[config.mk]
export PLATFORM = sky130hd
export DESIGN_NAME = timer_irq_ctrl
export DESIGN_NICKNAME = d
export VERILOG_FILES = /design/src/rtl/timer_irq_ctrl.sv
export SDC_FILE = /design/constraint.sdc
export NUM_CORES = 1
export LEC_CHECK = 0
export ABC_CLOCK_PERIOD_IN_PS = 2050
export CAP_MARGIN = 10
export CORE_ASPECT_RATIO = 0.5
export CORE_MARGIN = 3
export CORE_UTILIZATION = 33
export DETAILED_ROUTE_END_ITERATION = 16
export GPL_ROUTABILITY_DRIVEN = 0
export PLACE_DENSITY_LB_ADDON = 0.2
export SLEW_MARGIN = 20
export SYNTH_ARGS = -nofsm -noshare
export SYNTH_HDL_FRONTEND = slang
export SYNTH_SLANG_ARGS = --single-unit
[constraint.sdc]
create_clock -name pclk -period 2.05 [get_ports pclk]
set_input_delay 0.41 -clock pclk [delete_from_list [all_inputs] [get_ports pclk]]
set_output_delay 0.41 -clock pclk [all_outputs]
set_load 0.01 [all_outputs]
[src/rtl/timer_irq_ctrl.sv]
// APB interrupt aggregator: captures rising edges of level sources into PENDING,
// tracks OVERRUN, masks through ENABLE and offers a lowest-index CLAIM register.
module timer_irq_ctrl #(
    parameter int IRQ_NUM = 4
) (
    input  logic               pclk,
    input  logic               prst,
    input  logic               psel,
    input  logic               penable,
    input  logic               pwrite,
    input  logic [11:0]        paddr,
    input  logic [31:0]        pwdata,
    output logic [31:0]        prdata,
    output logic               pready,
    output logic               pslverr,
    input  logic [IRQ_NUM-1:0] irq_src_i,
    output logic               irq_o
);

    localparam logic [2:0] IDX_ENABLE  = 3'd0;
    localparam logic [2:0] IDX_PENDING = 3'd1;
    localparam logic [2:0] IDX_RAW     = 3'd2;
    localparam logic [2:0] IDX_CLAIM   = 3'd3;
    localparam logic [2:0] IDX_OVERRUN = 3'd4;

    logic [IRQ_NUM-1:0] src_q;
    logic [IRQ_NUM-1:0] enable_q;
    logic [IRQ_NUM-1:0] pending_q;
    logic [IRQ_NUM-1:0] overrun_q;

    logic               access;
    logic               wr_acc;
    logic               rd_acc;
    logic [2:0]         idx;
    logic               bad_idx;
    logic [IRQ_NUM-1:0] irq_edge;
    logic [IRQ_NUM-1:0] active;
    logic [IRQ_NUM-1:0] claim_mask;
    logic [IRQ_NUM-1:0] pend_clr;
    logic [IRQ_NUM-1:0] ovr_clr;
    logic [IRQ_NUM-1:0] pend_nxt;
    logic [IRQ_NUM-1:0] ovr_nxt;
    logic [IRQ_NUM-1:0] enable_nxt;
    logic               unused_bits;

    // Claim value is 1-based so that 0 can mean "nothing to service".
    function automatic logic [5:0] claim_id(input logic [IRQ_NUM-1:0] act);
        logic [5:0] id;
        id = '0;
        for (int i = IRQ_NUM - 1; i >= 0; i--) begin
            if (act[i]) id = 6'(i + 1);
        end
        return id;
    endfunction

    assign unused_bits = ^{paddr[11:5], paddr[1:0], pwdata};
    assign pready      = 1'b1;

    always_comb begin
        access     = psel & penable;
        wr_acc     = access & pwrite;
        rd_acc     = access & ~pwrite;
        idx        = paddr[4:2];
        bad_idx    = (idx > IDX_OVERRUN);
        irq_edge   = irq_src_i & ~src_q;
        active     = pending_q & enable_q;
        // Isolate the lowest set bit of the active vector: the line a claim retires.
        claim_mask = active & (~active + IRQ_NUM'(1));

        pend_clr   = '0;
        ovr_clr    = '0;
        enable_nxt = enable_q;
        if (wr_acc && idx == IDX_PENDING) pend_clr = pwdata[IRQ_NUM-1:0];
        if (rd_acc && idx == IDX_CLAIM)   pend_clr = claim_mask;
        if (wr_acc && idx == IDX_OVERRUN) ovr_clr  = pwdata[IRQ_NUM-1:0];
        if (wr_acc && idx == IDX_ENABLE)  enable_nxt = pwdata[IRQ_NUM-1:0];

        // Sets are OR'd in after clears so a coincident edge always wins.
        pend_nxt = (pending_q & ~pend_clr) | irq_edge;
        ovr_nxt  = (overrun_q & ~ovr_clr) | (irq_edge & pending_q & ~pend_clr);
    end

    always_ff @(posedge pclk) begin
        if (prst) begin
            src_q     <= '0;
            enable_q  <= '0;
            pending_q <= '0;
            overrun_q <= '0;
        end else begin
            src_q     <= irq_src_i;
            enable_q  <= enable_nxt;
            pending_q <= pend_nxt;
            overrun_q <= ovr_nxt;
        end
    end

    always_comb begin
        prdata = '0;
        if (rd_acc && !prst) begin
            case (idx)
                IDX_ENABLE:  prdata = 32'(enable_q);
                IDX_PENDING: prdata = 32'(pending_q);
                IDX_RAW:     prdata = 32'(irq_src_i);
                IDX_CLAIM:   prdata = 32'(claim_id(active));
                IDX_OVERRUN: prdata = 32'(overrun_q);
                default:     prdata = '0;
            endcase
        end
    end

    assign pslverr = access & bad_idx & ~prst;
    assign irq_o   = (|active) & ~prst;

endmodule

After elaboration in Yosys (flattened, before gate mapping)
Index checks and enable logic that the tools add are counted.
Widths: inputs -> output; s select.
{ "op_classes": {"add_sub_neg": 1, "order_cmp": 1, "n_eq_ne": 4, "n_mux": 9, "bitwise_logic": 21, "reduce_logical": 8} }
{ "ops": {"columns": ["operator", "count"], "rows": [
  ["$pmux 6 s5", 1],
  ["$and 4x4->4", 7],
  ["$mux 6", 4],
  ["$not 4->4", 4],
  ["$mux 4", 3],
  ["$or 4x4->4", 2],
  ["$and 1x1->1", 6],
  ["$eq 3x2->1 const B", 2],
  ["$logic_and 1x1->1", 5],
  ["$add 4x1->4 const B", 1],
  ["$reduce_or 4->1", 1],
  ["$eq 3x1->1 const B", 1],
  ["$eq 3x3->1 const B", 1],
  ["$gt 3x3->1 const B", 1],
  ["$logic_not 3->1", 1],
  ["$mux 3", 1],
  ["$not 1->1", 2],
  ["$logic_not 1->1", 1]
]} }
{ "word_totals": {"register_bits": 16, "in_bits": 53} }

Longest topological paths before layout
Gate-level depths: netlist of run 1.
{ "depth": {"word_depth": 8, "depth_mapped": 6, "mapped_depth_nobuf": 4} }

Worst setup path before layout of run 1
OpenSTA, ideal clock, no wires.
{ "synth_timing": {"path_type": "input-to-output", "from": "in paddr[3]", "to": "out prdata[2]", "t_arrival_ns": 1.406, "path_slack_ns": 0.234, "cell_stages": 6, "path_buffers": 2, "path_cell_list": "buf_4 > and3b_1 > clkbuf_2 > and3_1 > a222oi_1 > nor2_1"} }
{ "synth_via": {"elab_chain_len": 3} }
{ "synth_lines": {"columns": ["element", "line", "rtl"], "rows": [
  ["start: declaration", "11", "input logic [11:0] paddr,"],
  ["$eq 3x3->1 (tied with other cells)", "100", "case (idx)"],
  ["$pmux 6 s5 *", "100", null],
  ["$mux 6 *", "99", "if (rd_acc && !prst) begin"],
  ["end: declaration", "13", "output logic [31:0] prdata,"]
]} }
Every way passes the cells marked *; elsewhere a longest branch is shown, timed or not.

Worst setup path after layout of run 1
{ "layout_timing": {"from": "in paddr[4]", "to": "out prdata[2]"} }
Same word-level chain as after synthesis.

==> run_results.csv, run 1 <==
group,metric,value,unit
power,pwr-share-clk,0.367,
placed_design,io_buffers,21,
synthesis,postSynthCellCount,143,
synthesis,ys_types,31,
power,peakVddDrop,0.234,mV
detailed_routing,met1Wirelength,1400,µm
min_path,hold_start,"enable_q[1]",
floorplanning,dieArea,0.00418,mm²
detailed_routing,routed_wl,2920,µm
setup_path,r2r_slack,720,ps
setup_path,critPathBufInv,2,
global_route,grt_pass1_vias,927,
setup_path,path_class,"input port to output port",
cells_and_area,final_nets,242,
global_route,track_usage,0.143,
timing,rsz0062_at_grt,"no",
clocking,clk_path_buf_depth,2,
timing,setup_violations,0,
power,powerDensity,528,mW/mm²
power,leakagePower,0.676,nW
setup_path,r2r_start,"enable_q[2]",
detailed_routing,vias,1109,
setup_path,start_kind,"input port",
detailed_routing,wl_met2,1300,µm
timing,max_clock_freq,0.506,GHz
synthesis,avgSynthCellArea,7.86,µm²
synthesis,yosys_warnings,0,
power,power_frac_comb,0.204,
detailed_routing,via_per_inst,4.86,
detailed_routing,wl_per_cell,12.8,µm
setup_path,r2r_cells,5,
floorplanning,core,0.00312,mm²
setup_path,arrival,1570,ps
setup_path,cp_max_fo,5,
placed_design,pre_cts_ws,-628,ps
floorplanning,ios,88,
detailed_routing,drc,0,
clocking,clock_sinks,16,
run_status,status,"finished, final reports clean",
clocking,insertion_delay,260,ps
clocking,hold_buffers,0,
clocking,numCtsBuffers,3,
floorplanning,std_cell_rows,14,
clocking,root_buffer,"clkbuf_8",
synthesis,synth_area,0.00112,mm²
timing,fin_crit,1980,ps
cells_and_area,drive_gt1_frac,0.266,
timing,worst_slack,71.8,ps
timing,skew,4.40,ps
clocking,tritoncts,"yes",
placed_design,dp_hpwl,2250,µm
clocking,clk_pin_slew,70,ps
cells_and_area,diodes,0,
power,p_switching,0.225,mW
job,cap_violations,0,
setup_path,critPathTopFamily,"simple AND/OR/NAND/NOR gates",
detailed_routing,ant_nets,0,
min_path,hold_depth,2,
synthesis,yosysSeqAreaShare,0.285,
power,internal_power,0.577,mW
synthesis,synth_seq_cells,16,
global_route,grt_max_degree,21,
floorplanning,die_h,47.3,µm
setup_path,r2r-end,"pending_q[3]",
cells_and_area,synthToLayoutAreaGrowth,35.2,%
detailed_routing,first_iter_violations,83,
setup_path,slowest_stage,"a222oi_1",
floorplanning,start_util,0.360,
timing,finalCritPeriodShare,0.965,
global_route,overflow,0,
power,switching_share,0.280,
min_path,min_to,"enable_q[1]",
setup_path,cp.required,1640,ps
setup_path,critPathMaxStageDelay,310,ps
detailed_routing,first_pass_iters,4,
timing,drv_slew,0,
global_route,grt_pass1_wl,4450,µm
detailed_routing,highest_layer,"met3",
clocking,htreeDepth,1,
setup_path,path_cells,"clkdlybuf4s15_2, and3b_2, and3_1, a222oi_1, nor2_1, buf_2",
power,pwr-share-seq,0.429,
cells_and_area,utilization,0.487,
min_path,hold_path_class,"flop to flop",
timing,hold_violations,0,
floorplanning,die_x,88.5,µm
detailed_routing,wl_met3,222,µm
global_route,antenna_found_initial,0,
setup_path,cp-end-kind,"output port",
-- metrics by stage --
stage | std cells | hold slack [ps] | area, µm² | power, mW | setup TNS [ps]
after floorplan | 170 | 453 | 1220 | 0.467 | 0
final | 228 | 485 | 1520 | 0.802 | 0
after CTS | 227 | 503 | 1500 | 0.801 | -92.9
after global routing | 228 | 528 | 1520 | 0.837 | 0
after detailed placement | 220 | 488 | 1410 | 0.504 | -2850
after global placement | 220 | 478 | 1410 | 0.502 | -2790
-- cell families after synthesis --
group	share of synthesized area
buffers and inverters	0.232
AO/OA/AOI/OAI	0.158
flip-flops	0.285
multiplexers	0.0356
AND/OR/NAND/NOR	0.283
other	0.00668
-- power groups by stage --
stage | sequential, mW | combinational, mW | clock (mW)
after floorplan | 0.344 | 0.123 | 0
final | 0.344 | 0.164 | 0.294
after detailed placement | 0.349 | 0.155 | 0
after global routing | 0.345 | 0.181 | 0.311
after global placement | 0.349 | 0.153 | 0
after CTS | 0.342 | 0.159 | 0.300
-- per-layer routing --
layer | global-route usage | vias up
met5 | 0 | -
met4 | 0.0301 | 0
met3 | 0.0385 | 0
met2 | 0.239 | 54
met1 | 0.188 | 513
li1 | - | 542
-- cells in the mapped netlist --
cell       number  area share
nor3b_2         1       0.011
o2111ai_1       1      0.0078
conb_1          2      0.0067
and2b_2         1      0.0078
clkbuf_2        1      0.0045
nor2b_1         4       0.022
inv_1           2      0.0067
clkbuf_1        3       0.010
o21ai_0         7       0.031
and3_1          2       0.011
a21oi_1         7       0.031
o2bb2ai_1       4       0.031
a222oi_1        3       0.027
a22oi_1         1      0.0067
nor3b_1         1      0.0067
nand2b_1        4       0.022
nand4_1         3       0.017
mux2i_1         4       0.036
o31ai_1         1      0.0067
nand2_1        14       0.047
nand3_1        16       0.071
nor2_1          3       0.010
and3b_1         2       0.016
nand4b_1        1      0.0078
buf_4          30        0.20
a32oi_1         1      0.0078
a32o_1          1      0.0089
buf_6           1       0.010
nor3_1          3       0.013
dfxtp_1        16        0.29
nand3b_1        3       0.020
-- registers in the layout (all words and copies together), names as in the netlist --
register / cells
overrun_q: 4
enable_q: 4
pending_q: 4
src_q: 4
-- what timing repair did --
action | in CTS | in global routing
resized for setup | 32 | 12
pin swaps | 3 | 4
setup buffers | 3 | 1
setup endpoints to repair | 6 | 5
-- how the worst max path moves through the flow --
| stage | endpoint | startpoint | slack, ps | cells after the start |
|---|---|---|---|---|
| final | prdata[2] | paddr[4] | 70 | 6 |
| after global routing | prdata[1] | prst | 5 | 6 |
| after CTS | prdata[2] | penable | -90 | 7 |
| after detailed placement | prdata[2] | paddr[2] | -630 | 6 |
| after global placement | prdata[2] | paddr[2] | -620 | 6 |
| after floorplan | prdata[2] | paddr[3] | 230 | 6 |
-- area by class of cell --
type                    instances  area (µm²)
well taps                      40        50.0
multi-input cells             117         674
clock buffers                   4        55.1
inverters                       2        7.51
flip-flops and latches         16         324
fillers                       304        1600
repair buffers                 49         408
-- tightest hold or removal path, cell delays in order, from the launching register on --
cell     delay [ps]
dfxtp_2         340
nand2_1          50
a21oi_1          50
-- placed cells by master, fill, tap and decap left out, types with 4 or more instances in the layout --
cell              n
conb_1           29
buf_4            27
nand3_1          16
dfxtp_1          13
nand2_1          12
clkdlybuf4s50_1   9
o21ai_0           7
a21oi_1           6
buf_2             5
mux2i_1           4
o2bb2ai_1         4
nand2b_1          4
nor2b_1           4
clkbuf_8          4
Note: power is estimated with default switching activity, not from simulation.
==> inputs of run 2 (changes only) <==
- ABC_CLOCK_PERIOD_IN_PS: 2050 -> 1900
- clock period: 2.05 -> 1.9 ns (I/O delays scaled with it)
==> run 2 against run 1 <==
Against the previous run: final cell count is 1.8% higher; wire length is 2.7% lower; clock-buffer cell count stayed put; first-iteration DRC count is 6.0% higher; hold slack better by 6.8 ps; design area is 0.91% higher; sequential share of layout area is 0.11 points lower; critical path depth is 1 higher; critical path type unchanged; largest power group unchanged; register-to-register slack worse by 220 ps; non-clock buffer count is 4 higher; clock power is 4% higher.
==> run_results.csv, run 2 (synthesized netlist as in run 1, its figures left out) <==
group,metric,value,unit
run_status,status,"finished, final reports clean",
setup_path,critPathBufInv,4,
global_route,antenna_found_initial,0,
cells_and_area,synthToLayoutAreaGrowth,36.4,%
power,switching_share,0.270,
floorplanning,dieArea,0.00418,mm²
detailed_routing,ant_nets,0,
detailed_routing,vias,1122,
global_route,grt_pass1_wl,4540,µm
cells_and_area,drive_gt1_frac,0.292,
setup_path,r2r_cells,6,
power,p_total,0.862,mW
cells_and_area,final_nets,246,
power,leakagePower,0.666,nW
timing,worst_slack,29.0,ps
floorplanning,start_util,0.360,
detailed_routing,drc,0,
floorplanning,die_x,88.5,µm
setup_path,path_cells,"buf_4, and3b_2, buf_4, buf_4, a222oi_1, nor2_1, buf_2",
global_route,track_usage,0.142,
setup_path,r2r_start,"pending_q[2]",
cells_and_area,final_common_cell,"buf_4",
detailed_routing,first_iter_violations,88,
clocking,root_buffer,"clkbuf_8",
setup_path,worst-path-stages,7,
power,powerDensity,562,mW/mm²
cells_and_area,multi_input_area,666,µm²
clocking,clock_sinks,16,
clocking,numCtsBuffers,3,
cells_and_area,diodes,0,
power,internal_power,0.629,mW
min_path,hold_start,"enable_q[1]",
setup_path,path_class,"input port to output port",
global_route,overflow,0,
power,peakVddDrop,0.350,mV
job,cap_violations,0,
global_route,grt_max_degree,21,
setup_path,cp_max_fo,6,
cells_and_area,register_area,325,µm²
floorplanning,die_h,47.3,µm
timing,finalCritPeriodShare,0.985,
detailed_routing,wl_per_cell,12.3,µm
setup_path,start_kind,"input port",
power,power_frac_comb,0.214,
placed_design,dp_hpwl,2230,µm
clocking,clk_pin_slew,70,ps
placed_design,pre_cts_ws,-718,ps
min_path,hold_path_class,"flop to flop",
setup_path,critPathTopFamily,"buffers and inverters",
timing,rsz0062_at_grt,"yes",
power,pwr-share-clk,0.356,
detailed_routing,routed_wl,2850,µm
floorplanning,std_cell_rows,14,
placed_design,io_buffers,21,
clocking,clk_path_buf_depth,2,
clocking,tritoncts,"yes",
setup_path,slowest_stage,"a222oi_1",
cells_and_area,num-fill-cells,317,
floorplanning,core,0.00312,mm²
cells_and_area,utilization,0.492,
setup_path,critPathMaxStageDelay,290,ps
min_path,hold_depth,2,
timing,hold_violations,0,
setup_path,cp-startpoint,"paddr[3]",
timing,setup-tns-final,0,ps
timing,fin_crit,1870,ps
clocking,htreeDepth,1,
setup_path,path_common_cell,"buf_4",
setup_path,cp.required,1520,ps
detailed_routing,first_pass_iters,5,
global_route,grt_pass1_vias,951,
timing,skew,6.39,ps
detailed_routing,via_per_inst,4.84,
power,p_switching,0.233,mW
timing,max_clock_freq,0.534,GHz
timing,setup_violations,0,
timing,drv_slew,0,
clocking,insertion_delay,250,ps
setup_path,cp-end-kind,"output port",
cells_and_area,mostFrequentLayoutCells,"33 x buf_4, 29 x conb_1, 16 x nand3_1",
floorplanning,ios,88,
setup_path,arrival,1490,ps
power,pwr-share-seq,0.430,
run 2: changes by cell type in the layout (fill, tap and decap cells not counted):
cell             previous run  this run
buf_4                      27        33
dlymetal6s2s_1              3         0
buf_2                       5         3
dlygate4sd2_1               1         3
buf_6                       1         2
clkbuf_2                    0         1
clkdlybuf4s15_1             1         0
dfxtp_1                    13        12
dfxtp_2                     3         4
nand2_1                    12        13
nand2_2                     2         1
nor3_2                      0         1
nor3_4                      1         0
run 2: repair_timing:
item	in CTS	in global routing
setup buffers	5	2
hold buffers	0	0
gates resized for setup	42	11
setup endpoints to repair	6	4
pin swaps	8	6
run 2: layout make-up:
type                       count  area share
multi-input combinational    117       0.434
inverter                       2     0.00490
sequential                    16       0.212
timing repair buffer          53       0.280
tap                           40      0.0327
clock buffer                   4      0.0359
run 2: path summary, 6_finish.rpt:
kind / slack (ps) / end
hold reg to reg: 490 / enable_q[1]
hold / removal: 490 / enable_q[1]
setup reg to reg: 500 / pending_q[3]
setup / recovery: 30 / prdata[0]
run 2: per-stage QoR:
step | instance area [µm²] | hold slack (ps) | std cells
5_1_grt | 1530 | 517 | 232
6_report | 1530 | 492 | 232
4_1_cts | 1510 | 493 | 230
3_3_place_gp | 1420 | 480 | 221
3_5_place_dp | 1420 | 485 | 221
2_1_floorplan | 1220 | 453 | 170
run 2: per-layer routing:
| metal | routed length (µm) | GRT usage | up-vias |
|---|---|---|---|
| li1 | - | - | 550 |
| met1 | 1340 | 0.201 | 505 |
| met2 | 1190 | 0.227 | 65 |
| met3 | 303 | 0.0368 | 2 |
| met4 | 12 | 0.0181 | 0 |
| met5 | 0 | 0 | - |
run 2: power groups by stage:
stage               clock [mW]  sequential, mW  combinational [mW]
finish                   0.307           0.370               0.185
global route             0.326           0.372               0.204
CTS                      0.317           0.369               0.174
detailed placement           0           0.376               0.170
global placement             0           0.376               0.168
floorplan                    0           0.371               0.132
run 2: tightest hold or removal path, delay by kind of cell, from the launching register on:
kind,cells,cell delay [ps]
compound gates,1,50
flops,1,340
simple gates,1,60
